### src/rtl/pc_sequencer.sv
// Fetch-stage PC sequencer: owns the PC, issues valid/ready fetch requests and applies redirects.
// Optional misaligned-redirect trap is enabled by defining PC_TRAP_EN.
module pc_sequencer #(
  parameter logic [31:0] RESET_VECTOR = 32'h0000_0000
`ifdef PC_TRAP_EN
  ,
  parameter logic [31:0] TRAP_VECTOR  = 32'h0000_0100
`endif
) (
  input  logic        clk,
  input  logic        rst,
  input  logic        stall,
  input  logic        redirect_valid,
  input  logic [31:0] redirect_target,
  output logic        imem_req_valid,
  output logic [31:0] imem_req_addr,
  input  logic        imem_req_ready,
  output logic [31:0] pc,
  output logic [31:0] pc_plus4,
  output logic        redirect_pending
`ifdef PC_TRAP_EN
  ,
  output logic        misalign_trap
`endif
);

  typedef enum logic [1:0] {
    StBoot,
    StReq,
    StHold
  } state_e;

  state_e      state_q, state_d;
  logic [31:0] pc_q, pc_d;
  logic        pend_q, pend_d;
  logic [31:0] pend_tgt_q, pend_tgt_d;
  logic        pend_trap_q, pend_trap_d;
  logic        trap_q, trap_d;
  logic        req_valid_q;

  logic [31:0] redir_tgt;
  logic        redir_trap;
  logic        accept;

  // Redirect targets are resolved once, before they reach either the pc or the pending slot.
`ifdef PC_TRAP_EN
  assign redir_trap = |redirect_target[1:0];
  assign redir_tgt  = redir_trap ? TRAP_VECTOR : redirect_target;
`else
  logic unused_trap;
  assign redir_trap  = 1'b0;
  assign redir_tgt   = {redirect_target[31:2], 2'b00};
  assign unused_trap = ^{trap_q, redirect_target[1:0]};
`endif

  assign pc_plus4 = pc_q + 32'd4;
  assign accept   = req_valid_q & imem_req_ready;

  always_comb begin
    state_d     = state_q;
    pc_d        = pc_q;
    pend_d      = pend_q;
    pend_tgt_d  = pend_tgt_q;
    pend_trap_d = pend_trap_q;
    trap_d      = 1'b0;
    unique case (state_q)
      StBoot, StHold: begin
        // No request in flight, so a redirect lands on the pc directly.
        if (redirect_valid) begin
          pc_d   = redir_tgt;
          trap_d = redir_trap;
        end
        pend_d      = 1'b0;
        pend_trap_d = 1'b0;
        state_d     = (state_q == StBoot || !stall) ? StReq : StHold;
      end
      StReq: begin
        if (accept) begin
          if (redirect_valid) begin
            pc_d   = redir_tgt;
            trap_d = redir_trap;
          end else if (pend_q) begin
            pc_d   = pend_tgt_q;
            trap_d = pend_trap_q;
          end else begin
            pc_d = pc_plus4;
          end
          pend_d      = 1'b0;
          pend_trap_d = 1'b0;
          state_d     = stall ? StHold : StReq;
        end else if (redirect_valid) begin
          // Address must stay stable while waiting; park the redirect until the accept.
          pend_d      = 1'b1;
          pend_tgt_d  = redir_tgt;
          pend_trap_d = redir_trap;
        end
      end
      default: begin
        state_d = StBoot;
      end
    endcase
  end

  always_ff @(posedge clk) begin
    if (rst) begin
      state_q     <= StBoot;
      pc_q        <= RESET_VECTOR;
      pend_q      <= 1'b0;
      pend_tgt_q  <= 32'h0;
      pend_trap_q <= 1'b0;
      trap_q      <= 1'b0;
      req_valid_q <= 1'b0;
    end else begin
      state_q     <= state_d;
      pc_q        <= pc_d;
      pend_q      <= pend_d;
      pend_tgt_q  <= pend_tgt_d;
      pend_trap_q <= pend_trap_d;
      trap_q      <= trap_d;
      req_valid_q <= (state_d == StReq);
    end
  end

  assign imem_req_valid   = req_valid_q;
  assign imem_req_addr    = pc_q;
  assign pc               = pc_q;
  assign redirect_pending = pend_q;
`ifdef PC_TRAP_EN
  assign misalign_trap    = trap_q;
`endif

  // A presented request is never withdrawn or altered before it is accepted.
  property p_req_stable;
    @(posedge clk) disable iff (rst)
      (imem_req_valid && !imem_req_ready) |=> (imem_req_valid && $stable(imem_req_addr));
  endproperty
  a_req_stable: assert property (p_req_stable);

  property p_pend_only_in_req;
    @(posedge clk) disable iff (rst) redirect_pending |-> imem_req_valid;
  endproperty
  a_pend_only_in_req: assert property (p_pend_only_in_req);

endmodule
### config.mk
export PLATFORM = sky130hd
export DESIGN_NAME = pc_sequencer
export DESIGN_NICKNAME = d
export VERILOG_FILES = /design/src/rtl/pc_sequencer.sv
export SDC_FILE = /design/constraint.sdc
export NUM_CORES = 1
export LEC_CHECK = 0
export BUFFER_PORTS_ARGS = -buffer_cell sky130_fd_sc_hd__buf_2
export CAP_MARGIN = 25
export CELL_PAD_IN_SITES_DETAIL_PLACEMENT = 0
export CELL_PAD_IN_SITES_GLOBAL_PLACEMENT = 2
export CORE_MARGIN = 5
export CORE_UTILIZATION = 30
export DETAILED_ROUTE_END_ITERATION = 16
export GPL_TIMING_DRIVEN = 1
export PLACE_DENSITY_LB_ADDON = 0.12
export SKIP_CTS_REPAIR_TIMING = 1
export SLEW_MARGIN = 40
export SYNTH_ARGS = -nofsm -noshare
export SYNTH_HDL_FRONTEND = slang
export SYNTH_SLANG_ARGS = --single-unit
### constraint.sdc
create_clock -name clk -period 3.64 [get_ports clk]
set_input_delay 0 -clock clk [delete_from_list [all_inputs] [get_ports clk]]
set_output_delay 0 -clock clk [all_outputs]
set_load 0.05 [all_outputs]
== Yosys cells after proc, flatten, opt, wreduce, memory -nomap -nowiden ==
Index checks and enable logic that the tools add are counted.
Word-level totals
  word-level logic and storage cells: 34
  register bits after elaboration: 66
Cells by class
  equal/unequal tests: 6
  bitwise logic cells: 2
  mux-type cells: 12
  reductions and logical operators: 8
  $add $sub $neg: 1
Operators with widths (count)
  32-bit two-way mux: 4
  32-bit one-hot mux with 2 select lines: 1
  32-bit by 3-bit adder with 32-bit output (second input constant): 1
  2-bit two-way mux: 3
  3-bit AND reduction: 2
  2-bit by 1-bit == test with 1-bit output (second input constant): 2
  2-bit inequality test (second input constant): 2
  2-bit one-hot mux with 2 select lines: 1
  3-bit inequality test (second input constant): 1
  2-bit == test (second input constant): 1
  2-bit zero test: 1
  1-bit two-way mux: 2
  1-bit one-hot mux with 2 select lines: 1
  2-bit AND reduction: 1
  2-bit nonzero test: 1
  2-bit OR reduction: 1
  1-bit bitwise AND: 1
  1-bit zero test: 1
  1-bit logical OR: 1
  1-bit inverter: 1

== Depth between registers and ports, before layout ==
  word-level depth: 5
  depth in mapped cells: 7
  depth with buffers taken out: 6

== Least setup slack after synthesis ==
OpenSTA, ideal clock, no wires.
  path kind: register -> register
  from: reg pc_q[6], in the netlist imem_req_addr[6]
  to: reg pc_q[19], in the netlist imem_req_addr[19]
  data arrival time: 2.910 ns
  required time: 3.578 ns
  cell stages (with the launch flop): 7
  slack: 0.668 ns
  cells stage by stage: dfxtp_1 > clkbuf_2 > nand4_2 > or4_1 > nor2_1 > xor2_1 > o41a_1
On the way
  cells in the longest elaborated chain, start to end: 5
RTL lines
  start: declaration: line 34  | logic [31:0] pc_q, pc_d;
  start signal: assignment: line 115  | pc_q <= pc_d;
  32-bit by 3-bit adder with 32-bit output: line 56  | assign pc_plus4 = pc_q + 32'd4;
  net pc_plus4[19]: line 19  | output logic [31:0] pc_plus4,
  32-bit two-way mux: line 82  | end else if (pend_q) begin
  32-bit two-way mux: line 79  | if (redirect_valid) begin
  32-bit two-way mux: line 78  | if (accept) begin
  32-bit one-hot mux with 2 select lines: line 66  | unique case (state_q)
The timed path passes the listed nets, and every way through them passes these cells. The select of a mux whose other input is x is not followed.
A chain may end at the register's enable or synchronous reset.

== Final worst setup path ==
  from: reg pc_q[7], in the netlist imem_req_addr[7]
  to: out pc_plus4[23]
On the way
  cells in the longest elaborated chain, start to end: 1
RTL lines (line)
  32-bit by 3-bit adder with 32-bit output: 56
  end: declaration: 19
Every way passes these cells.

==> metrics.md <==
| Metric | Value |
|---|---|
| Result of the run | `finished, final reports clean` |
| Final total power | `2.358 mW` |
| Post-synth design cell area | `3870 um^2` |
| Destination of the worst hold path | `imem_req_valid` |
| Slowest library cell on the worst path | `or4_1` |
| Number of clock buffers inserted by TritonCTS | `9` |
| Cell area after placement | `4405 um^2` |
| Inserted Diodes | `0` |
| Total number of vias | `3996` |
| Initial core utilization | `30.67%` |
| Worst setup path class | `flop to output port` |
| Time the final worst path needs with I/O delays and setup | `2.653 ns` |
| Maximum number of pins on one net before global-route repair | `59` |
| Worst EP arrival | `2.65 ns` |
| Hold Path Class | `primary input to flop` |
| Remaining global-route overflow | `0` |
| Static leakage power | `2.183 nW` |
| VDD IR max | `0.0001679 V` |
| Number of cells on the worst hold path | `3` |
| Leading cell type by number of instances after synthesis | `nand2_1` |
| Global Route Usage Sum | `17.10%` |
| Category of the worst setup path launch point | `flop` |
| H-tree depth | `3` |
| Post-CTS clock slew at the launch and capture registers of the worst setup and hold paths | `0.06 ns` |
| Cell-by-cell trace of the critical path | `nand4_2 -> or4_1 -> nor4_1 -> or2_2 -> buf_2` |
| Area growth syn-to-layout | `29.36%` |
| Die footprint | `15270 um^2` |
| Pre-antenna DRT Iters | `5` |
| Worst Tran Pin Value | `0.7289 ns` |
| Cells taking the most area after synthesis | `dfxtp_1 (33%), nand2_1 (9.2%), a21oi_1 (7.9%)` |
| Unrepaired setup endpoints after global routing | `no` |
| R2r setup slk | `1.20 ns` |
| Post-detailed-placement half-perimeter wirelength | `8849 um` |
| CTS Sinks | `64` |
| Placement row count | `41` |
| Worst-case reg-to-reg path depth | `5` |
| R2R Path End | `imem_req_addr[30]` |
| Core area | `12620 um^2` |
| Ratio of cells with drive above 1 in the final layout | `26.28%` |
| Reg2Reg Launch Point | `imem_req_addr[7]` |
| Final sum of negative setup slack | `0 ns` |
| Cell type with the highest aggregate area in the netlist | `dfxtp_1` |
| Clock buffer depth | `2` |
| Startpoint of the tightest hold check path | `imem_req_ready` |
| Remaining routing DRC violations | `0` |
| Async set-reset flop share out of synthesis | `0%` |
| Number of max-cap violations | `0` |
| Number of nets in the layout | `658` |
| Drt first-iter violations | `300` |
| Number of distinct library cells after synthesis | `60` |
| Clock tree from TritonCTS | `yes` |
| Horizontal extent of the die | `123.6 um` |
| Origin of the worst setup path | `imem_req_addr[7]` |
| Post-synth EDFFs | `0` |
| Required time at the endpoint of the critical path | `3.64 ns` |
| Capturing element type of the critical path | `output port` |
| Vias/cell | `5.020` |
| Placed cell count | `750` |
| Final Instance Area | `5006 um^2` |
| Util after Layout | `39.67%` |
| Final instance count without filler cells | `796` |
| Count of port buffers added during placement | `126` |
| Power density of the placed cells | `471.1 nW/um^2` |
| Relative slew margins | `50.37%` |
| Via count of the first global-routing pass | `3560` |
| Top cell type's share of synthesized area | `33.11%` |
| Number of slew-limit violations in the final report | `0` |
| Final hold viol count | `0` |
| Average cell area after synthesis | `7.588 um^2` |
| Clock root buffer master | `clkbuf_16` |
| Portion of the post-synthesis area used by sequential elements | `33.11%` |
| Wire length of the first global-routing pass | `20020 um` |
| Ys Warns | `0` |
| Height of the die | `123.6 um` |
| Clock insertion delay at the later pin of the skew report | `0.33 ns` |
| Final estimated routing congestion in global placement | `0.7515` |
| I/O pins | `135` |
| Final setup skew | `0.007880 ns` |
| Maximum frequency from static timing analysis | `377.0 MHz` |
| Antenna-violating nets left | `0` |
| Synthesized flop and latch total | `64` |
| Max incr delay on CP | `0.70 ns` |
| Commonest register cell after synthesis | `dfxtp_1` |
| Final setup viols | `0` |
| Max FO, Critical Path | `9` |
| Initial antenna violation count | `0` |
| Aggregate routed wire length | `13410 um` |
| Fraction of the cycle the final worst path needs | `72.88%` |
| Mean routed wirelength per cell | `16.84 um` |
| Synthesized netlist cell count | `510` |
| Leading cell types by count after synthesis | `nand2_1 (95), dfxtp_1 (64), a21oi_1 (61)` |
==> cell usage in the layout, fill, tap and decap left out, types with 3 or more instances in the layout <==
| cell | n |
|---|---|
| conb_1 | 6 |
| nor2_1 | 24 |
| a21oi_1 | 61 |
| o32ai_1 | 4 |
| or4_1 | 3 |
| a221oi_1 | 3 |
| nand4_1 | 5 |
| nor3_1 | 9 |
| nor4_1 | 5 |
| xor2_1 | 7 |
| nand2_1 | 95 |
| o21ai_0 | 14 |
| a21o_1 | 3 |
| xnor2_1 | 19 |
| and3_1 | 11 |
| and4_1 | 3 |
| dlygate4sd3_1 | 31 |
| a31oi_1 | 3 |
| nand3_1 | 28 |
| a211oi_1 | 6 |
| buf_2 | 126 |
| dfxtp_1 | 64 |
| o211ai_1 | 5 |
| inv_1 | 8 |
| clkbuf_16 | 9 |
| mux2i_1 | 7 |
| clkinv_2 | 3 |
| nand2b_1 | 5 |
| buf_4 | 8 |
==> worst max-delay path by stage <==
stage               cells past startpoint  slack [ns]                 to
floorplan                               6        0.67  imem_req_addr[19]
global placement                        5        1.27  imem_req_addr[30]
detailed placement                      5        1.22  imem_req_addr[30]
CTS                                     5        0.99       pc_plus4[23]
global route                            5        0.81       pc_plus4[23]
finish                                  5        0.99       pc_plus4[23]
==> per-layer routing <==
metal	track usage (%)	part of all wire (%)
met3	3.134	6.5
met5	0	0
met2	26.33	46
met4	5.813	0.98
met1	24.08	46
==> logic make-up (layout without fill, tap and decap cells) <==
kind of cell / count (synthesis) / in the layout / share of synthesized area, %
muxes: 10 / 10 / 2.651
and+or+nand+nor: 208 / 208 / 27.09
buffers and inverters: 79 / 188 / 11.28
adders and majority gates: 1 / 1 / 0.3233
AOI/OAI and AO/OA: 121 / 121 / 19.56
DFF: 64 / 64 / 33.11
other: 1 / 6 / 0.09690
xor gates and xnor gates: 26 / 26 / 5.884
==> registers in the layout, indices dropped and copies added, names as in the netlist <==
| signal | flops |
|---|---|
| imem_req_valid | 1 |
| pend_tgt_q | 30 |
| imem_req_addr | 30 |
| state_q | 2 |
| redirect_pending | 1 |
==> layout make-up <==
cell class              instances  area, um^2
clock buffers                  11       242.7
clock inverters                 4       45.04
fillers                      1368        7614
inverters                       8       30.03
multi-input cells             372        2191
flip-flops and latches         64        1281
well taps                     172       215.2
repair buffers                165        1001
==> per-stage QoR <==
step	hold slack, ns	worst slack [ns]
detailed placement	0.2547	1.216
CTS	-0.09227	0.9936
finish	0.05407	0.9873
floorplan	0.1360	0.6680
global placement	0.2516	1.274
global route	0.07100	0.8081
==> worst max-delay path: cells and delay by family, from the launching register on <==
kind / cells / cell delay [ns]
simple gates: 4 / 1.58
flops: 1 / 0.48
buf+inv: 1 / 0.25
==> power breakdown <==
group | internal (mW) | leakage (nW) | switching (mW)
clock network | 0.542 | 0.145 | 0.329
registers | 0.746 | 0.525 | 0.0641
logic | 0.176 | 1.51 | 0.502
Power figures use the tool's default switching activity.
